File: src/rtl/pipeline_stall_ctrl_pkg.sv
// Shared definitions for the ID/EX/MEM/WB hazard sequencer: operand-select encoding,
// the scoreboard slot type and the forwarding priority helper.
package pipeline_stall_ctrl_pkg;

    localparam int REG_W = 4;

    localparam logic [1:0] FWD_RF  = 2'd0;
    localparam logic [1:0] FWD_EX  = 2'd1;
    localparam logic [1:0] FWD_MEM = 2'd2;
    localparam logic [1:0] FWD_WB  = 2'd3;

    typedef struct packed {
        logic             v;
        logic [REG_W-1:0] wr;
        logic             ld;
    } sb_slot_t;

    // hit[0]=EX, hit[1]=MEM, hit[2]=WB; the youngest producer wins
    function automatic logic [1:0] fwd_pick(input logic [2:0] hit);
        if (hit[0])      return FWD_EX;
        else if (hit[1]) return FWD_MEM;
        else if (hit[2]) return FWD_WB;
        else             return FWD_RF;
    endfunction

endpackage

File: src/rtl/scoreboard_slot_cmp.sv
// Compares one in-flight write slot against one ID source register.
// Register 0 never matches when it is hard-wired to zero.
module scoreboard_slot_cmp #(
    parameter int REG_W   = 4,
    parameter bit R0_ZERO = 1'b1
) (
    input  logic             slot_v,
    input  logic [REG_W-1:0] slot_wr,
    input  logic [REG_W-1:0] src,
    output logic             match
);

    assign match = slot_v && (slot_wr == src) && !(R0_ZERO && (src == '0));

endmodule

File: src/rtl/pipeline_stall_ctrl.sv
// Hazard sequencer: scoreboard of in-flight writes (EX/MEM/WB) driving forwarding selects,
// load-use stalls, bubbles, branch flushes and saturating stall/flush counters.
module pipeline_stall_ctrl
    import pipeline_stall_ctrl_pkg::*;
#(
    parameter int REG_W   = pipeline_stall_ctrl_pkg::REG_W,
    parameter int CNT_W   = 16,
    parameter bit R0_ZERO = 1'b1
) (
    input  logic             clk,
    input  logic             rst,
    input  logic             id_valid,
    input  logic [REG_W-1:0] id_rdReg1,
    input  logic [REG_W-1:0] id_rdReg2,
    input  logic             id_rd1_used,
    input  logic             id_rd2_used,
    input  logic [REG_W-1:0] id_wrReg,
    input  logic             id_we,
    input  logic             id_is_load,
    input  logic             ex_branch_taken,
    input  logic             mem_wait,
    output logic             stall_IF_ID,
    output logic             bubble_EX,
    output logic             flush_IF_ID,
    output logic             freeze,
    output logic [1:0]       fwd_sel1,
    output logic [1:0]       fwd_sel2,
    output logic [CNT_W-1:0] stall_cnt,
    output logic [CNT_W-1:0] flush_cnt
);

    // The load flag only matters while the producer sits in EX, so MEM and WB keep v/wr only.
    sb_slot_t         ex_slot;
    logic             mem_v, wb_v;
    logic [REG_W-1:0] mem_wr, wb_wr;

    logic [2:0]       slot_v;
    logic [REG_W-1:0] slot_wr [3];
    logic [REG_W-1:0] src     [2];
    logic [2:0]       hit     [2];

    logic luse;
    logic ex_we;
    logic stall_inc;
    logic flush_inc;

    assign slot_v     = {wb_v, mem_v, ex_slot.v};
    assign slot_wr[0] = ex_slot.wr;
    assign slot_wr[1] = mem_wr;
    assign slot_wr[2] = wb_wr;
    assign src[0]     = id_rdReg1;
    assign src[1]     = id_rdReg2;

    for (genvar g_src = 0; g_src < 2; g_src++) begin : g_src_cmp
        for (genvar g_slot = 0; g_slot < 3; g_slot++) begin : g_slot_cmp
            scoreboard_slot_cmp #(
                .REG_W   (REG_W),
                .R0_ZERO (R0_ZERO)
            ) u_cmp (
                .slot_v  (slot_v[g_slot]),
                .slot_wr (slot_wr[g_slot]),
                .src     (src[g_src]),
                .match   (hit[g_src][g_slot])
            );
        end
    end

    assign fwd_sel1 = (id_valid && id_rd1_used) ? fwd_pick(hit[0]) : FWD_RF;
    assign fwd_sel2 = (id_valid && id_rd2_used) ? fwd_pick(hit[1]) : FWD_RF;

    assign luse = id_valid && ex_slot.ld &&
                  ((id_rd1_used && hit[0][0]) || (id_rd2_used && hit[1][0]));

    // Priority: memory freeze, then taken branch (its shadow is wrong-path), then load-use.
    always_comb begin
        stall_IF_ID = 1'b0;
        bubble_EX   = 1'b0;
        flush_IF_ID = 1'b0;
        freeze      = mem_wait;
        if (mem_wait) begin
            stall_IF_ID = 1'b1;
        end else if (ex_branch_taken) begin
            flush_IF_ID = 1'b1;
            bubble_EX   = 1'b1;
        end else if (luse) begin
            stall_IF_ID = 1'b1;
            bubble_EX   = 1'b1;
        end
    end

    assign stall_inc = !mem_wait && !ex_branch_taken && luse;
    assign flush_inc = !mem_wait && ex_branch_taken;

    assign ex_we = id_valid && id_we && !bubble_EX && !(R0_ZERO && (id_wrReg == '0));

    always_ff @(posedge clk or posedge rst) begin
        if (rst) begin
            ex_slot <= '0;
            mem_v   <= 1'b0;
            mem_wr  <= '0;
            wb_v    <= 1'b0;
            wb_wr   <= '0;
        end else if (!mem_wait) begin
            wb_v       <= mem_v;
            wb_wr      <= mem_wr;
            mem_v      <= ex_slot.v;
            mem_wr     <= ex_slot.wr;
            ex_slot.v  <= ex_we;
            ex_slot.wr <= id_wrReg;
            ex_slot.ld <= id_is_load && ex_we;
        end
    end

    always_ff @(posedge clk or posedge rst) begin
        if (rst) begin
            stall_cnt <= '0;
            flush_cnt <= '0;
        end else begin
            if (stall_inc && (stall_cnt != '1)) stall_cnt <= stall_cnt + CNT_W'(1);
            if (flush_inc && (flush_cnt != '1)) flush_cnt <= flush_cnt + CNT_W'(1);
        end
    end

endmodule
File: config.mk
export PLATFORM = sky130hd
export DESIGN_NAME = pipeline_stall_ctrl
export DESIGN_NICKNAME = d
export VERILOG_FILES = /design/src/rtl/pipeline_stall_ctrl_pkg.sv /design/src/rtl/scoreboard_slot_cmp.sv /design/src/rtl/pipeline_stall_ctrl.sv
export SDC_FILE = /design/constraint.sdc
export NUM_CORES = 1
export LEC_CHECK = 0
export CAP_MARGIN = 25
export CELL_PAD_IN_SITES_DETAIL_PLACEMENT = 0
export CELL_PAD_IN_SITES_GLOBAL_PLACEMENT = 1
export CORE_ASPECT_RATIO = 1.4
export CORE_MARGIN = 5
export CORE_UTILIZATION = 41
export CTS_CLUSTER_DIAMETER = 80
export CTS_CLUSTER_SIZE = 8
export DETAILED_ROUTE_END_ITERATION = 8
export HOLD_SLACK_MARGIN = 0.1
export PLACE_DENSITY_LB_ADDON = 0.1
export SLEW_MARGIN = 15
export SYNTH_ARGS = -nofsm -noshare
export SYNTH_HDL_FRONTEND = slang
export SYNTH_SLANG_ARGS = --single-unit
File: constraint.sdc
create_clock -name clk -period 5 [get_ports clk]
set_clock_uncertainty 0.2 [all_clocks]
set_input_delay 0.75 -clock clk [delete_from_list [all_inputs] [get_ports clk]]
set_output_delay 0.75 -clock clk [all_outputs]
set_load 0.05 [all_outputs]
==> results.py, run 1 <==
metrics = {
    "logic_synthesis": {
        "yosysUniqueCellTypes": 32,
        "syn-cell-area_mm2": 0.00256,
        "seq_area_frac_synth_pct": 46.9,
        "yosys_warnings": 0,
        "synth-seq-cells": 48,
        "synthesis.nets": 264,
        "synthCells": 241,
        "syn-mean-instance-area_um2": 10.6,
    },
    "clock_network": {
        "cts-root-to-sink-buffers": 2,
        "post-cts-setup-buffers": 0,
        "path_clk_slew_ps": 80,
        "insertion_delay_ps": 290,
        "htree_num_levels": 2,
        "clock-sinks": 48,
        "cts_root_buf": "clkbuf_8",
        "numCtsBuffers": 5,
        "cts_resized": 0,
        "cts_tree": "built",
        "hold_buffers": 0,
    },
    "cells_and_area": {
        "syn_to_final_growth_pct": 29.2,
        "diodes": 0,
        "instances_no_fill": 372,
        "layout-drive-gt1-share_pct": 8.67,
        "fin_area_mm2": 0.00331,
        "nets": 323,
    },
    "placement": {
        "dp.cells": 364,
        "dpl.hpwl_mm": 4.41,
        "postPlaceCellArea_mm2": 0.00320,
        "port_buffers": 60,
        "place.gp.congestion": 0.853,
    },
    "power_and_ir_drop": {
        "p_leak_uw": 0.00134,
        "p_per_area_mw_per_mm2": 293,
        "vdd_ir_drop_max_mv": 0.413,
    },
    "global_routing": {
        "gr-total-overflow": 0,
        "grt_pass1_vias": 1997,
        "grt_usage_pct": 15.8,
        "antenna_found_initial": 0,
        "grt_max_degree": 49,
        "grt_pass1_wl_mm": 9.92,
    },
    "setup_path": {
        "cp_slowest_stage_delay_ps": 810,
        "endpoint_kind": "output port",
        "cp_slowest_cell": "clkdlybuf4s50_1",
        "crit_chain": "clkdlybuf4s50_1 > nor3_1 > or3_1 > a211o_1 > a21o_1 > a21oi_1 > clkdlybuf4s50_1",
        "cp_data_required_time_ps": 4050,
        "crit_arrival_ps": 3250,
        "r2r_cells": 6,
        "cp-start-kind": "primary input",
        "criticalPathCategory": "primary input to output port",
        "path_common_cell": "clkdlybuf4s50_1",
        "path_max_fanout": 5,
    },
    "routing": {
        "dr.pass1.iters": 4,
        "via_count": 1970,
        "drc_errors": 0,
        "post_drt_wl_per_cell_um": 15.8,
        "via_per_inst": 5.30,
        "routed_wl_mm": 5.87,
        "ant_nets": 0,
        "first_iter_violations": 26,
    },
    "timing": {
        "setup_viol": 0,
        "slew_headroom_pct": 52.6,
        "whs_ps": 289,
        "final_hold_viol_count": 0,
        "finalCriticalPeriod_ps": 4200,
        "drv_slew": 0,
        "tightest_slew_ps": 708,
        "tns_ps": 0,
        "grt_setup_unrepaired": "false",
        "layout_worst_path_cycle_share_pct": 84.0,
        "fmax_mhz": 238,
    },
    "floorplanning": {
        "io_pins": 61,
        "die_area_mm2": 0.00795,
        "start_util_pct": 41.5,
        "die_x_um": 76.8,
        "row_count": 34,
        "core-area_mm2": 0.00617,
        "die_h_um": 103,
    },
    "worst_hold_path": {
        "hold-path-cell-count": 1,
        "hold_class": "flip-flop to flip-flop",
    },
    "outcome": {
        "status": "finished, final reports clean",
    },
    "flow_run": {
        "drv_cap": 0,
    },
}
-- registers in the layout (all words and copies together) (netlist names) --
signal	count
wb_v	1
flush_cnt	16
stall_cnt	16
mem_v	1
mem_wr	4
ex_slot	6
wb_wr	4
-- critical path: cells and delay by family --
family / cells / cell delay, ps
compound gates: 3 / 660
buf+inv: 2 / 1410
simple gates: 2 / 420
-- power by group --
part / internal (uW) / switching [uW] / total (uW)
combinational: 115 / 154 / 270
clock: 95.2 / 119 / 214
sequential: 428 / 57.0 / 485
-- stage by stage --
| step | total power, uW | worst slack, ps | utilization, % |
|---|---|---|---|
| after floorplan | 663 | 1190 | - |
| after CTS | 977 | 791 | 53.2 |
| final | 969 | 801 | 53.6 |
| after detailed placement | 761 | 799 | 51.9 |
| after global routing | 1030 | 679 | 53.6 |
| after global placement | 762 | 803 | 51.9 |
-- layout by cell type, fill, tap and decap left out, types with 2 or more instances in the layout --
| cell | netlist | final |
|---|---|---|
| clkbuf_8 | 0 | 5 |
| nor4_1 | 2 | 2 |
| dfrtp_1 | 48 | 48 |
| xnor2_1 | 36 | 36 |
| clkdlybuf4s50_1 | 0 | 60 |
| nor2_1 | 6 | 6 |
| or3_1 | 3 | 3 |
| and2_1 | 5 | 5 |
| nand2b_1 | 2 | 2 |
| a21o_1 | 4 | 4 |
| nand2_1 | 21 | 21 |
| a211o_1 | 2 | 2 |
| mux2_2 | 16 | 16 |
| ha_1 | 2 | 2 |
| nand4_1 | 13 | 13 |
| nand3_1 | 11 | 11 |
| xor2_1 | 12 | 12 |
| or4_1 | 3 | 3 |
| and4_1 | 9 | 9 |
| and3_1 | 5 | 5 |
| nor3_1 | 9 | 9 |
| a21oi_1 | 10 | 10 |
| a211oi_1 | 3 | 3 |
| inv_1 | 4 | 3 |
-- Yosys cell counts, drive strengths merged --
master | number | area (um2)
xor2 | 12 | 105
o21ai | 1 | 5.00
nand2b | 2 | 12.5
and3 | 5 | 31.3
buf | 7 | 45.0
xnor2 | 36 | 315
a41oi | 1 | 8.76
nand3 | 11 | 55.1
o41ai | 1 | 8.76
a211oi | 4 | 42.5
nor2 | 6 | 22.5
and4 | 9 | 78.8
mux2 | 16 | 180
dfrtp | 48 | 1200
inv | 4 | 15.0
nand2 | 21 | 78.8
nand4b | 1 | 8.76
nor3 | 9 | 45.0
nor4 | 2 | 12.5
a21o | 4 | 30.0
a21oi | 10 | 50.1
or3 | 3 | 18.8
ha | 2 | 25.0
nand4 | 13 | 81.3
a211o | 2 | 17.5
and2 | 5 | 31.3
or4 | 3 | 22.5
clkbuf | 3 | 11.3
-- path summary, 6_finish.rpt --
| path | slack [ps] | from | to |
|---|---|---|---|
| max in group asynchronous | 3490 | rst | stall_cnt[5] |
| setup / recovery | 800 | id_rdReg1[0] | bubble_EX |
| setup reg to reg | 2180 | stall_cnt[0] | stall_cnt[1] |
| hold reg to reg | 290 | stall_cnt[8] | stall_cnt[8] |
| min in group asynchronous | 610 | rst | stall_cnt[4] |
| hold / removal | 290 | stall_cnt[8] | stall_cnt[8] |
-- metal layers --
| layer | vias to the layer above | part of all wire, % | global-route usage, % |
|---|---|---|---|
| li1 | 975 | - | - |
| met1 | 936 | 41 | 18.1 |
| met2 | 45 | 51 | 27.0 |
| met3 | 14 | 5.2 | 4.77 |
| met4 | 0 | 3.0 | 7.67 |
| met5 | - | 0 | 0 |
-- cells by family (layout without fill, tap and decap cells) --
| group | after synthesis | count (layout) | share of synthesized area, % |
|---|---|---|---|
| AND/OR/NAND/NOR | 90 | 90 | 19.5 |
| multiplexers | 16 | 16 | 7.04 |
| XOR/XNOR | 48 | 48 | 16.4 |
| AO/OA/AOI/OAI | 23 | 23 | 6.35 |
| adder cells (fa/ha/maj) | 2 | 2 | 0.977 |
| buffers and inverters | 14 | 73 | 2.79 |
| flip-flops | 48 | 48 | 46.9 |
-- cell type report --
cell class	count	area [um2]
fill	581	2860
multi-input combinational	179	1290
sequential	48	1200
timing repair buffer	62	636
tap	72	90.1
clock buffer	6	72.6
inverter	4	15.0
clock inverter	1	5.00
Power figures use the tool's default switching activity.
==> run 2, diff against run 1 <==
Settings changed: CORE_UTILIZATION 41 to 38.
Clock period 5 ns to 4.2 ns, I/O delays scaled along.
==> results.py, run 2 (synthesized netlist as in run 1, its figures left out) <==
metrics = {
    "outcome": {
        "status": "finished, final reports clean",
    },
    "power_and_ir_drop": {
        "p_per_area_mw_per_mm2": 358,
        "p_comb_share_pct": 27.0,
        "seq_power_share_pct": 48.9,
        "p_leak_uw": 0.00134,
        "pwr-share-clk_pct": 24.1,
        "switching_share_pct": 35.5,
        "p_int_uw": 763,
        "p_total_uw": 1180,
        "p_sw_uw": 420,
        "vdd_ir_drop_max_mv": 0.299,
    },
    "global_routing": {
        "grt_usage_pct": 15.1,
        "grt_max_degree": 26,
        "grt_pass1_vias": 2031,
        "gr-total-overflow": 0,
        "antenna_found_initial": 0,
        "grt_pass1_wl_mm": 10.2,
    },
    "setup_path": {
        "reg2reg_setup_slack_ps": 1360,
        "criticalPathCategory": "primary input to output port",
        "r2r-start": "stall_cnt[0]",
        "endpoint_kind": "output port",
        "cp_slowest_cell": "clkdlybuf4s50_1",
        "crit_chain": "clkdlybuf4s50_1 > nor3_1 > nor3_1 > a21oi_1 > or4_1 > a21oi_1 > nor2_1 > clkdlybuf4s50_1",
        "crit_arrival_ps": 2890,
        "r2r_cells": 6,
        "reg2reg_to": "stall_cnt[1]",
        "cp_slowest_stage_delay_ps": 690,
        "path_max_fanout": 6,
        "cp-start-kind": "primary input",
        "cp_data_required_time_ps": 3370,
        "timing.critical_path.to": "fwd_sel2[0]",
        "cp-startpoint": "id_rdReg2[0]",
    },
    "timing": {
        "final_hold_viol_count": 0,
        "layout_worst_path_cycle_share_pct": 88.5,
        "setup_viol": 0,
        "tightest_slew_ps": 793,
        "slew_headroom_pct": 46.8,
        "grt_setup_unrepaired": "false",
        "fmax_mhz": 269,
        "finalCriticalPeriod_ps": 3720,
        "tns_ps": 0,
        "drv_slew": 0,
    },
    "clock_network": {
        "hold_buffers": 0,
        "cts_resized": 0,
        "insertion_delay_ps": 300,
        "path_clk_slew_ps": 90,
        "htree_num_levels": 2,
        "post-cts-setup-buffers": 0,
        "cts_tree": "built",
        "cts_root_buf": "clkbuf_8",
        "numCtsBuffers": 5,
        "clock-sinks": 48,
        "cts-root-to-sink-buffers": 2,
    },
    "routing": {
        "via_count": 1971,
        "routed_wl_mm": 6.15,
        "post_drt_wl_per_cell_um": 16.4,
        "ant_nets": 0,
        "via_per_inst": 5.26,
        "dr.pass1.iters": 4,
        "first_iter_violations": 56,
        "drc_errors": 0,
    },
    "placement": {
        "port_buffers": 60,
        "dpl.hpwl_mm": 4.53,
        "place.gp.congestion": 0.807,
    },
    "worst_hold_path": {
        "hold_class": "flip-flop to flip-flop",
    },
    "floorplanning": {
        "start_util_pct": 39.0,
        "core-area_mm2": 0.00657,
        "die_h_um": 107,
        "die_area_mm2": 0.00850,
        "row_count": 35,
        "io_pins": 61,
        "die_x_um": 79.4,
    },
    "cells_and_area": {
        "final_cell_mix": "56 x clkdlybuf4s50_1, 48 x dfrtp_1, 36 x xnor2_1",
        "nFillCells": 661,
        "nets": 323,
        "largestRegisters": "flush_cnt (16), stall_cnt (16), ex_slot (6)",
        "syn_to_final_growth_pct": 29.2,
        "layout-drive-gt1-share_pct": 10.6,
        "diodes": 0,
        "final_common_cell": "clkdlybuf4s50_1",
    },
    "flow_run": {
        "drv_cap": 0,
    },
}
-- run 2: critical path, delay by kind of cell --
family / cells / cell delay, ps
and+or+nand+nor: 4 / 720
AOI/OAI and AO/OA: 2 / 220
buffers and inverters: 2 / 1310
-- run 2: worst min path at each step --
stage / from / end / slack [ps] / cells after the start
global route: stall_cnt[8] / stall_cnt[8] / 320 / 1
finish: stall_cnt[9] / stall_cnt[9] / 300 / 1
detailed placement: ex_slot[0] / ex_slot[0] / 280 / 2
floorplan: ex_slot[0] / ex_slot[0] / 250 / 2
global placement: ex_slot[0] / ex_slot[0] / 270 / 2
CTS: stall_cnt[9] / stall_cnt[9] / 300 / 1
-- run 2: power by group through the flow --
| stage | combinational, uW | clock (uW) | sequential [uW] |
|---|---|---|---|
| after global placement | 318 | 0 | 589 |
| after floorplan | 126 | 0 | 663 |
| after CTS | 323 | 297 | 579 |
| after detailed placement | 322 | 0 | 588 |
| after global routing | 341 | 314 | 589 |
| final | 319 | 285 | 579 |
-- run 2: per-stage QoR --
step / setup slack [ps] / hold slack, ps / cells / util (%) / instance area [um2]
3_3_place_gp: 525 / 271 / 366 / 48.6 / 3190
3_5_place_dp: 512 / 284 / 367 / 48.9 / 3210
6_report: 482 / 296 / 375 / 50.3 / 3310
4_1_cts: 498 / 299 / 375 / 50.3 / 3310
2_1_floorplan: 631 / 253 / 241 / - / 2560
5_1_grt: 343 / 321 / 375 / 50.3 / 3310
-- run 2: layout make-up --
type	count	area, um2	area share [%]
clock buffer	5	68.8	2.08
clock inverter	3	23.8	0.719
inverter	4	15.0	0.454
multi-input combinational	179	1290	38.9
sequential	48	1200	36.3
tap	74	92.6	2.80
timing repair buffer	62	618	18.7
-- run 2: metal layers --
layer  global-route usage [%]  wire, um
met5                        0         0
met4                     6.39       157
met2                     25.5      3140
met3                     3.03       294
met1                     18.7      2560
